`src/rtl/clock_counter_bank.sv`:
```
// rtl/clock_counter_bank.sv - multi-channel cycle counter bank with snapshot, compare match and overflow flags
module clock_counter_bank #(
    parameter int WIDTH    = 32,
    parameter int CHANNELS = 4
) (
    input  logic                      clk,
    input  logic                      reset_n,
    input  logic                      enable,
    input  logic [31:0]               command,
    input  logic [WIDTH-1:0]          operand,
    output logic [CHANNELS*WIDTH-1:0] count_bus,
    output logic [CHANNELS*WIDTH-1:0] snap_bus,
    output logic [CHANNELS-1:0]       running,
    output logic [CHANNELS-1:0]       overflow,
    output logic [CHANNELS-1:0]       match,
    output logic                      irq
);

    localparam logic [3:0] OP_CLEAR     = 4'd0;
    localparam logic [3:0] OP_START     = 4'd1;
    localparam logic [3:0] OP_STOP      = 4'd2;
    localparam logic [3:0] OP_SNAP      = 4'd3;
    localparam logic [3:0] OP_LOAD_CMP  = 4'd4;
    localparam logic [3:0] OP_CLR_FLAGS = 4'd5;

    localparam logic [WIDTH-1:0] ONE = {{(WIDTH-1){1'b0}}, 1'b1};

    logic [3:0] opcode;
    logic       unused_cmd;

    assign opcode     = command[3:0];
    assign unused_cmd = ^{command[31:17], command[15:12], command[7:4]};

    for (genvar ch = 0; ch < CHANNELS; ch++) begin : g_ch
        logic [WIDTH-1:0] cnt_q;
        logic [WIDTH-1:0] snap_q;
        logic [WIDTH-1:0] cmp_q;
        logic             run_q;
        logic             ovf_q;
        logic             mat_q;
        logic [WIDTH-1:0] cnt_next;
        logic             hit;
        logic             wrap_evt;
        logic             match_evt;

        // An out-of-range index never equals any channel number, so it targets nothing.
        assign hit       = enable && (command[16] || (command[11:8] == 4'(ch)));
        assign cnt_next  = cnt_q + ONE;
        assign wrap_evt  = run_q && (cnt_q == {WIDTH{1'b1}});
        assign match_evt = run_q && (cnt_next == cmp_q);

        always_ff @(posedge clk or negedge reset_n) begin
            if (!reset_n) begin
                cnt_q  <= '0;
                snap_q <= '0;
                cmp_q  <= '1;
                run_q  <= 1'b0;
                ovf_q  <= 1'b0;
                mat_q  <= 1'b0;
            end else if (hit && opcode == OP_CLEAR) begin
                cnt_q <= '0;
                run_q <= 1'b0;
                ovf_q <= 1'b0;
                mat_q <= 1'b0;
            end else begin
                if (run_q) begin
                    cnt_q <= cnt_next;
                end
                // A flag event on the clearing edge survives the clear.
                if (hit && opcode == OP_CLR_FLAGS) begin
                    ovf_q <= wrap_evt;
                    mat_q <= match_evt;
                end else begin
                    ovf_q <= ovf_q | wrap_evt;
                    mat_q <= mat_q | match_evt;
                end
                if (hit) begin
                    case (opcode)
                        OP_START:    run_q  <= 1'b1;
                        OP_STOP:     run_q  <= 1'b0;
                        OP_SNAP:     snap_q <= cnt_q;
                        OP_LOAD_CMP: cmp_q  <= operand;
                        default:     ;
                    endcase
                end
            end
        end

        assign count_bus[ch*WIDTH +: WIDTH] = cnt_q;
        assign snap_bus[ch*WIDTH +: WIDTH]  = snap_q;
        assign running[ch]                  = run_q;
        assign overflow[ch]                 = ovf_q;
        assign match[ch]                    = mat_q;
    end

    always_ff @(posedge clk or negedge reset_n) begin
        if (!reset_n) begin
            irq <= 1'b0;
        end else begin
            irq <= |{overflow, match};
        end
    end

endmodule

```
`config.mk`:
```
export PLATFORM = sky130hd
export DESIGN_NAME = clock_counter_bank
export DESIGN_NICKNAME = d
export VERILOG_FILES = /design/src/rtl/clock_counter_bank.sv
export SDC_FILE = /design/constraint.sdc
export NUM_CORES = 1
export LEC_CHECK = 0
export CORE_MARGIN = 3
export CORE_UTILIZATION = 54
export DETAILED_ROUTE_END_ITERATION = 8
export PLACE_DENSITY_LB_ADDON = 0.12
export SLEW_MARGIN = 20
export SYNTH_ARGS = -nofsm -noshare
export SYNTH_HDL_FRONTEND = slang
export SYNTH_SLANG_ARGS = --single-unit
```
`constraint.sdc`:
```
create_clock -name clk -period 3.55 [get_ports clk]
set_input_delay 0.71 -clock clk [delete_from_list [all_inputs] [get_ports clk]]
set_output_delay 0.71 -clock clk [all_outputs]
set_load 0.02 [all_outputs]
```
==> out/qor.txt, run 1 <==
pwr dens -> 796.4 mW/mm^2
Placer Congestion -> 0.8872
clock skew -> 0.008460 ns
CTS tree -> built
maxcap violations -> 0
Post-Syn Instances -> 1986
# diodes -> 0
Crit Path Max Fanout -> 8
IO Pins -> 336
die area -> 0.04104 mm^2
final setup TNS -> 0 ns
critical path class -> reg -> reg
Synth Area in XOR/XNOR -> 11.42%
Buffers on Ports -> 312
Max Slew Vio Count -> 0
Arrival @ worst endpoint -> 3.68 ns
placed wire-length estimate -> 43140 um
Area contributors post-synth -> dfrtp_1 32%, dfstp_2 16%, mux2_2 14%
Sink Count -> 397
WL per Instance -> 21.34 um
simple logic cell fraction of the synthesized area -> 16.69%
multiplexer share of the synthesized area -> 14.37%
initial antenna violation count -> 2
dpl ws -> 0.2499 ns
root buffer cell -> clkbuf_16
largest family of logic cells by synthesized area -> simple AND/OR/NAND/NOR gates
status -> finished, final reports clean
Hold WC Path Type -> in -> async
R2R depth -> 9
CTS Buffer Depth -> 3
# DRC -> 0
Highest Clock Rate -> 311.1 MHz
Iter 0 DRT Violations -> 1000
Fill cells -> 2938
Synth Area in Compound Gates -> 5.558%
Design Power -> 20.77 mW
starting density of the core -> 55.14%
drt pass-1 iters -> 5
Setup crit end kind -> flop
area delta synth->final -> 24.95%
RSZ-0062 raised after global routing -> no
share of the synthesized area in the top cell type -> 32.26%
cell with the most instances after synthesis -> dfrtp_1
largest net degree at the start of global routing -> 106
layout cells sized above 1 -> 23.49%
FF+latch count, synth -> 397
Worst EP required -> 4.02 ns
Cell Area, Synth -> 0.02087 mm^2
final WL -> 60040 um
Post-Synth Adder-Cell Area -> 0.2398%
fin worst setup slack -> 0.3359 ns
Yosys cell types -> 70
Lkg Pwr -> 10.36 nW
CTS H-tree depth -> 2
syn_nets -> 2057
Die Ht -> 202.6 um
worst skew pair latency -> 0.56 ns
post-route clock period utilization -> 90.54%
VDD IR max -> 0.5980 mV
post-synth top area cell -> dfrtp_1
Slew Limit Headroom -> 39.26%
Max stage delay on crit path -> 0.53 ns
synth warn -> 0
vias in the first global route -> 16150
async set-reset flop share out of synthesis -> 100.0%
EDFF count, synth -> 0
Fin. Hold Viols -> 0
Via Count -> 16570
slowest cell on the critical path -> a2111oi_0
Overall Global Routing Usage -> 29.16%
# Post-CTS Setup Buffers -> 0
# rows -> 71
count of nets after finishing -> 2340
total CTS buffers -> 42
element type at the critical path start -> flop
Worst Max-Slew Pin Slew -> 0.9112 ns
critical-path cell list -> ha_1, and3_1, nor4_1, a31oi_1, o32a_1, a2111oi_0, o2111ai_1, or4_1, o31ai_1
Commonest cells post-synth -> 269 x dfrtp_1, 252 x mux2_2, 194 x nor2_1
routed vias/inst -> 5.889
Top FF cell, synth -> dfrtp_1
post-CTS sizing -> 0
clock slew at reported path FFs -> 0.06 ns
Tmin final -> 3.214 ns
cts hold-fix bufs -> 0
Die Span X -> 202.6 um
Seq/Total Area, Yosys -> 48.38%
Avg Cell Area, Syn -> 10.51 um^2
total gr overflow -> 0
Core ar. -> 0.03784 mm^2
endpoints failing setup -> 0
Final ANT Viol Nets -> 0
first-pass GRT wire length -> 94100 um
where the power goes:
group	switching, mW	internal (mW)
Clock	1.83	2.84
Combinational	4.16	4.03
Sequential	1.78	6.13
Total	7.77	13.0
cell type report:
cell class,instances,area [um^2],share of cell area (%)
Multi-Input combinational cell,1425,10080,38.67
Clock buffer,68,1323,5.072
Timing Repair Buffer,382,3704,14.20
Sequential cell,397,10090,38.71
Clock inverter,10,152.6,0.5854
Inverter,21,78.83,0.3023
Tap cell,511,639.4,2.452
path summary, 6_finish.rpt:
check | from | to | slack [ns]
setup / recovery | g_ch[0].cnt_q[1] | g_ch[0].mat_q | 0.34
hold / removal | reset_n | g_ch[1].cnt_q[15] | 0.21
setup reg to reg | g_ch[0].cnt_q[1] | g_ch[0].mat_q | 0.34
hold reg to reg | g_ch[0].snap_q[27] | g_ch[0].snap_q[27] | 0.48
max in group asynchronous | reset_n | g_ch[3].cmp_q[18] | 2.40
min in group clk | g_ch[0].snap_q[27] | g_ch[0].snap_q[27] | 0.48
cells by family after synthesis:
family,after synthesis
flip-flops,397
XOR/XNOR,272
AND/OR/NAND/NOR,690
buffers and inverters,164
multiplexers,268
AO/OA/AOI/OAI,191
adder cells (fa/ha/maj),4
stage by stage:
stage | cells | util, % | hold slack (ns) | cell area (um^2)
floorplan | 1986 | - | 0.4144 | 20870
global placement | 2736 | 65.00 | 0.4656 | 24600
detailed placement | 2736 | 65.00 | 0.4738 | 24600
CTS | 2814 | 68.90 | 0.2466 | 26080
global route | 2814 | 68.90 | 0.2756 | 26080
finish | 2814 | 68.90 | 0.2071 | 26080
worst max-delay path, delay by kind of cell, from the launching register on:
family / cells / cell delay (ns)
AND/OR/NAND/NOR: 3 / 1.04
flip-flops: 1 / 0.48
adder cells (fa/ha/maj): 1 / 0.34
AO/OA/AOI/OAI: 5 / 1.26
per-layer routing:
layer / part of all wire (%) / track usage (%)
met5: 0.018 / 0
met4: 3.8 / 10.81
met3: 6.9 / 5.772
met2: 46 / 46.25
met1: 43 / 40.11
flip-flops by register name, summed over array words and instances (netlist names):
register     flops
g_ch.run_q       4
g_ch.cnt_q     128
irq              1
g_ch.cmp_q     128
g_ch.ovf_q       4
g_ch.snap_q    128
g_ch.mat_q       4
layout by cell type (no fill, tap or decap), types with 21 or more instances in the layout:
cell type,synthesis,routed
dfrtp_1,269,269
a21oi_1,61,61
xnor2_1,152,152
nor3_1,45,45
clkbuf_16,0,45
dfstp_2,128,128
o21ai_0,58,58
nor4_1,37,37
xor2_1,120,120
clkdlybuf4s50_1,0,311
nand2_1,127,127
or3_1,27,27
mux2_2,252,252
nand3_1,88,88
nor2_1,194,192
buf_4,15,66
nand4_1,63,63
inv_1,21,21
and3_1,29,29
Note: power is estimated with default switching activity, not from simulation.
==> inputs of run 2 (changes only) <==
==> constraint.sdc (replaced) <==
create_clock -name clk -period 3.2 [get_ports clk]
set_input_delay 0.64 -clock clk [delete_from_list [all_inputs] [get_ports clk]]
set_output_delay 0.64 -clock clk [all_outputs]
set_load 0.02 [all_outputs]
==> out/qor.txt, run 2 (synthesis results as in run 1) <==
total gr overflow -> 0 (unchanged)
# Post-CTS Setup Buffers -> 0 (unchanged)
Core ar. -> 0.03784 mm^2 (unchanged)
Worst Max-Slew Pin Slew -> 0.8410 ns (was 0.9112 ns)
critical path class -> reg -> reg (unchanged)
CTS H-tree depth -> 2 (unchanged)
area delta synth->final -> 26.35% (was 24.95%)
total CTS buffers -> 42 (unchanged)
routed vias/inst -> 5.810 (was 5.889)
Critical Path End -> g_ch[2].mat_q (was g_ch[0].mat_q)
Highest Clock Rate -> 320.2 MHz (was 311.1 MHz)
# rows -> 71 (unchanged)
starting density of the core -> 55.14% (unchanged)
R2R setup slack -> 0.08 ns (was 0.34 ns)
Lkg Pwr -> 10.53 nW (was 10.36 nW)
most common cell after layout, fill and taps aside -> clkdlybuf4s50_1 (unchanged)
clock skew -> 0.01146 ns (was 0.008460 ns)
Die Span X -> 202.6 um (unchanged)
Hold WC Path Type -> in -> async (unchanged)
layout cells sized above 1 -> 24.95% (was 23.49%)
Crit Path Max Fanout -> 8 (unchanged)
Sw Pwr -> 8.686 mW (was 7.773 mW)
Tmin final -> 3.123 ns (was 3.214 ns)
maxcap violations -> 0 (unchanged)
vias in the first global route -> 16410 (was 16150)
Max Slew Vio Count -> 0 (unchanged)
combinational share of power -> 41.9% (was 39.5%)
Die Ht -> 202.6 um (unchanged)
final setup TNS -> 0 ns (unchanged)
R2R depth -> 8 (was 9)
root buffer cell -> clkbuf_16 (unchanged)
top flop regs -> g_ch.cmp_q (128), g_ch.cnt_q (128), g_ch.snap_q (128) (unchanged)
endpoints failing setup -> 0 (unchanged)
most frequent cells in the layout -> 311 x clkdlybuf4s50_1, 268 x dfrtp_1, 252 x mux2_2 (was 311 x clkdlybuf4s50_1, 269 x dfrtp_1, 252 x mux2_2)
power share of the clock group -> 21.7% (was 22.5%)
Final ANT Viol Nets -> 0 (unchanged)
Buffers on Ports -> 312 (unchanged)
largest net degree at the start of global routing -> 81 (was 106)
worst skew pair latency -> 0.57 ns (was 0.56 ns)
Fin. Hold Viols -> 0 (unchanged)
Sink Count -> 397 (unchanged)
placed wire-length estimate -> 43750 um (was 43140 um)
Overall Global Routing Usage -> 29.18% (was 29.16%)
# DRC -> 0 (unchanged)
count of nets after finishing -> 2382 (was 2340)
Iter 0 DRT Violations -> 1121 (was 1000)
cts hold-fix bufs -> 0 (unchanged)
initial antenna violation count -> 4 (was 2)
slowest cell on the critical path -> nor4_1 (was a2111oi_0)
worst r2r dst -> g_ch[2].mat_q (was g_ch[0].mat_q)
pwr dens -> 879.8 mW/mm^2 (was 796.4 mW/mm^2)
RSZ-0062 raised after global routing -> no (unchanged)
Worst EP required -> 3.67 ns (was 4.02 ns)
Flop pwr share -> 36.4% (was 38.1%)
drt pass-1 iters -> 6 (was 5)
final WL -> 60950 um (was 60040 um)
element type at the critical path start -> flop (unchanged)
WL per Instance -> 21.31 um (was 21.34 um)
Fill cells -> 2936 (was 2938)
fin worst setup slack -> 0.07681 ns (was 0.3359 ns)
dpl ws -> -0.1555 ns (was 0.2499 ns)
VDD IR max -> 0.5734 mV (was 0.5980 mV)
Crit Reg-Reg Startpoint -> g_ch[2].cnt_q[3] (was g_ch[0].cnt_q[1])
CTS tree -> built (unchanged)
clock slew at reported path FFs -> 0.06 ns (about the same)
critical-path cell list -> nand4_1, nor4_1, nand2_1, o311ai_0, a31oi_1, nor4_1, a31oi_1, a211oi_1 (was ha_1, and3_1, nor4_1, a31oi_1, o32a_1, a2111oi_0, o2111ai_1, or4_1, o31ai_1)
post-CTS sizing -> 0 (unchanged)
final core occ -> 69.67% (was 68.90%)
die area -> 0.04104 mm^2 (unchanged)
Via Count -> 16620 (was 16570)
first-pass GRT wire length -> 94140 um (was 94100 um)
Slew Limit Headroom -> 43.50% (was 39.26%)
Arrival @ worst endpoint -> 3.60 ns (was 3.68 ns)
Max stage delay on crit path -> 0.64 ns (was 0.53 ns)
Placer Congestion -> 0.8972 (was 0.8872)
Placed Area -> 0.02492 mm^2 (was 0.02460 mm^2)
cell area after layout -> 0.02637 mm^2 (was 0.02608 mm^2)
post-route clock period utilization -> 97.60% (was 90.54%)
CTS Buffer Depth -> 3 (unchanged)
internal power -> 14.51 mW (was 12.99 mW)
IO Pins -> 336 (unchanged)
Setup crit end kind -> flop (unchanged)
origin of the worst setup path -> g_ch[2].cnt_q[3] (was g_ch[0].cnt_q[1])
Net Sw Frac -> 37.44% (was 37.43%)
status -> finished, final reports clean (unchanged)
## run 2: power groups by stage
stage	Clock (mW)	Sequential, mW	Combinational (mW)
detailed placement	0	8.48	9.70
finish	5.04	8.44	9.72
global route	5.33	8.68	10.4
floorplan	0	9.37	4.42
global placement	0	8.39	9.53
CTS	5.14	8.42	9.76
## run 2: how the worst min path moves through the flow
stage,endpoint,startpoint,depth (start not counted),slack (ns)
final,g_ch[1].snap_q[10],reset_n,1,0.02
after global placement,g_ch[0].snap_q[3],g_ch[0].snap_q[3],2,0.47
after CTS,g_ch[1].cnt_q[7],reset_n,1,0.02
after global routing,g_ch[1].snap_q[11],reset_n,1,0.03
after detailed placement,g_ch[0].snap_q[3],g_ch[0].snap_q[3],2,0.47
after floorplan,g_ch[0].cnt_q[0],reset_n,0,0.34
## run 2: metrics by stage
step / hold WS (ns) / power [mW] / cells
floorplan: 0.3444 / 13.80 / 1986
CTS: 0.01974 / 23.32 / 2856
detailed placement: 0.4727 / 18.18 / 2778
global placement: 0.4662 / 17.92 / 2778
global route: 0.03392 / 24.43 / 2856
finish: 0.01793 / 23.20 / 2860
## run 2: critical path, delay by kind of cell (launching register included)
| family | cells | cell delay, ns |
|---|---|---|
| AO/OA/AOI/OAI | 4 | 0.88 |
| AND/OR/NAND/NOR | 4 | 1.63 |
| flip-flops | 1 | 0.52 |
## run 2: metal layers
layer / up-vias / global-route usage (%) / routed length [um]
li1: 7624 / - / -
met1: 8231 / 40.14 / 26100
met2: 639 / 46.48 / 28290
met3: 120 / 5.515 / 4327
met4: 4 / 10.84 / 2211
met5: - / 0 / 26
## run 2: layout make-up
class | instances | area (um^2) | area share [%]
Antenna cell | 4 | 10.01 | 0.03796
Timing Repair Buffer | 424 | 4019 | 15.24
Tap cell | 511 | 639.4 | 2.425
Sequential cell | 397 | 10100 | 38.29
Clock buffer | 66 | 1245 | 4.722
Clock inverter | 12 | 166.4 | 0.6311
Inverter | 21 | 78.83 | 0.2990
Multi-Input combinational cell | 1425 | 10110 | 38.35
==> inputs of run 3 (changes only) <==
--- a/config.mk
+++ b/config.mk
@@ -7,6 +7,8 @@
 export LEC_CHECK = 0
 export CORE_MARGIN = 3
 export CORE_UTILIZATION = 54
+export CTS_BUF_LIST = sky130_fd_sc_hd__clkbuf_16
+export CTS_CLUSTER_SIZE = 20
 export DETAILED_ROUTE_END_ITERATION = 8
 export PLACE_DENSITY_LB_ADDON = 0.12
 export SLEW_MARGIN = 20
==> out/qor.txt, run 3 (synthesis results as in run 1) <==
Slew Limit Headroom -> 42.75% (was 43.50%)
Overall Global Routing Usage -> 29.18% (about the same)
Max stage delay on crit path -> 0.62 ns (was 0.64 ns)
clock skew -> 0.009811 ns (was 0.01146 ns)
clock slew at reported path FFs -> 0.06 ns (about the same)
slowest cell on the critical path -> nor4_1 (unchanged)
stages on the worst setup path -> 8 (unchanged)
Tmin final -> 3.101 ns (was 3.123 ns)
final core occ -> 69.57% (was 69.67%)
total CTS buffers -> 42 (unchanged)
Net Sw Frac -> 37.72% (was 37.44%)
final WL -> 60940 um (was 60950 um)
Placer Congestion -> 0.8972 (unchanged)
Worst Max-Slew Pin Slew -> 0.8522 ns (was 0.8410 ns)
most frequent cells in the layout -> 311 x clkdlybuf4s50_1, 268 x dfrtp_1, 252 x mux2_2 (unchanged)
dpl ws -> -0.1555 ns (unchanged)
post-route clock period utilization -> 96.92% (was 97.60%)
IO Pins -> 336 (unchanged)
Lkg Pwr -> 10.57 nW (was 10.53 nW)
placed wire-length estimate -> 43750 um (unchanged)
vias in the first global route -> 16420 (was 16410)
R2R depth -> 8 (unchanged)
Iter 0 DRT Violations -> 1135 (was 1121)
multi-input logic area -> 0.01011 mm^2 (unchanged)
CTS tree -> built (unchanged)
most common cell after layout, fill and taps aside -> clkdlybuf4s50_1 (unchanged)
Flop pwr share -> 36.6% (was 36.4%)
# Post-CTS Setup Buffers -> 0 (unchanged)
register area -> 0.01010 mm^2 (unchanged)
Core ar. -> 0.03784 mm^2 (unchanged)
Sink Count -> 397 (unchanged)
pwr dens -> 875.9 mW/mm^2 (was 879.8 mW/mm^2)
first-pass GRT wire length -> 94140 um (about the same)
fin worst setup slack -> 0.09872 ns (was 0.07681 ns)
Die Span X -> 202.6 um (unchanged)
Fill cells -> 2942 (was 2936)
power share of the clock group -> 21.2% (was 21.7%)
combinational share of power -> 42.2% (was 41.9%)
CP top delay family -> simple AND/OR/NAND/NOR gates (unchanged)
root buffer cell -> clkbuf_16 (unchanged)
Setup crit end kind -> flop (unchanged)
Final ANT Viol Nets -> 0 (unchanged)
VDD IR max -> 0.5727 mV (was 0.5734 mV)
internal power -> 14.36 mW (was 14.51 mW)
drt pass-1 iters -> 6 (unchanged)
RSZ-0062 raised after global routing -> no (unchanged)
area delta synth->final -> 26.16% (was 26.35%)
top flop regs -> g_ch.cmp_q (128), g_ch.cnt_q (128), g_ch.snap_q (128) (unchanged)
Arrival @ worst endpoint -> 3.57 ns (was 3.60 ns)
Fin. Hold Viols -> 0 (unchanged)
worst skew pair latency -> 0.57 ns (about the same)
die area -> 0.04104 mm^2 (unchanged)
Worst EP required -> 3.67 ns (about the same)
element type at the critical path start -> flop (unchanged)
largest net degree at the start of global routing -> 81 (unchanged)
maxcap violations -> 0 (unchanged)
Crit Path Max Fanout -> 8 (unchanged)
count of nets after finishing -> 2382 (unchanged)
endpoints failing setup -> 0 (unchanged)
CTS H-tree depth -> 2 (unchanged)
crit path buf inv count -> 0 (unchanged)
total gr overflow -> 0 (unchanged)
Die Ht -> 202.6 um (unchanged)
starting density of the core -> 55.14% (unchanged)
Highest Clock Rate -> 322.4 MHz (was 320.2 MHz)
# rows -> 71 (unchanged)
Sw Pwr -> 8.698 mW (was 8.686 mW)
Buffers on Ports -> 312 (unchanged)
Via Count -> 16690 (was 16620)
initial antenna violation count -> 4 (unchanged)
status -> finished, final reports clean (unchanged)
R2R setup slack -> 0.1 ns (was 0.08 ns)
CTS Buffer Depth -> 3 (unchanged)
critical-path cell list -> nand4_1, nor4_1, nand2_1, o311ai_0, a31oi_1, nor4_1, a31oi_1, a211oi_1 (unchanged)
# DRC -> 0 (unchanged)
routed vias/inst -> 5.835 (was 5.810)
critical path class -> reg -> reg (unchanged)
Hold WC Path Type -> in -> async (unchanged)
layout cells sized above 1 -> 24.78% (was 24.95%)
Max Slew Vio Count -> 0 (unchanged)
WL per Instance -> 21.31 um (about the same)
run 3: layout make-up:
type                    instances  area share, %
flip-flops and latches        397          38.35
repair buffers                424          15.27
clock buffers                  45          4.277
well taps                     511          2.429
clock inverters                33         0.9315
multi-input cells            1425          38.41
diodes                          4        0.03802
inverters                      21         0.2994
run 3: through the flow:
step	hold slack, ns	cells	TNS, ns	instance area, um^2	total power [mW]
after floorplan	0.3444	1986	0	20870	13.80
after global placement	0.4662	2778	0	24920	17.92
after detailed placement	0.4727	2778	-0.1555	24920	18.18
after CTS	0.01954	2856	0	26290	23.17
after global routing	0.03371	2856	0	26320	24.28
final	0.02021	2860	0	26330	23.06
run 3: power groups by stage:
| stage | registers [mW] | logic, mW | clock network (mW) |
|---|---|---|---|
| after floorplan | 9.37 | 4.42 | 0 |
| after global placement | 8.39 | 9.53 | 0 |
| after CTS | 8.42 | 9.76 | 4.99 |
| final | 8.45 | 9.73 | 4.89 |
| after detailed placement | 8.48 | 9.70 | 0 |
| after global routing | 8.68 | 10.4 | 5.18 |
run 3: timing repair:
| item | in CTS | in global routing |
|---|---|---|
| hold buffers | 0 | 0 |
| setup endpoints to repair | 0 | 3 |
| gates resized for setup | 0 | 6 |
run 3: path summary, 6_finish.rpt:
path | start | end
worst max-delay path | g_ch[2].cnt_q[3] | g_ch[2].mat_q
worst min-delay path | reset_n | g_ch[1].snap_q[7]
worst max register to register | g_ch[2].cnt_q[3] | g_ch[2].mat_q
worst min register to register | g_ch[0].snap_q[27] | g_ch[0].snap_q[27]
max in group asynchronous | reset_n | g_ch[3].cmp_q[19]
min in group clk | g_ch[0].snap_q[27] | g_ch[0].snap_q[27]
run 3: routing by layer:
| metal | wire (um) | global-route usage [%] | up-vias |
|---|---|---|---|
| li1 | - | - | 7625 |
| met1 | 26330 | 40.10 | 8290 |
| met2 | 28150 | 46.33 | 644 |
| met3 | 4109 | 5.532 | 129 |
| met4 | 2353 | 11.16 | 0 |
| met5 | 0 | 0 | - |
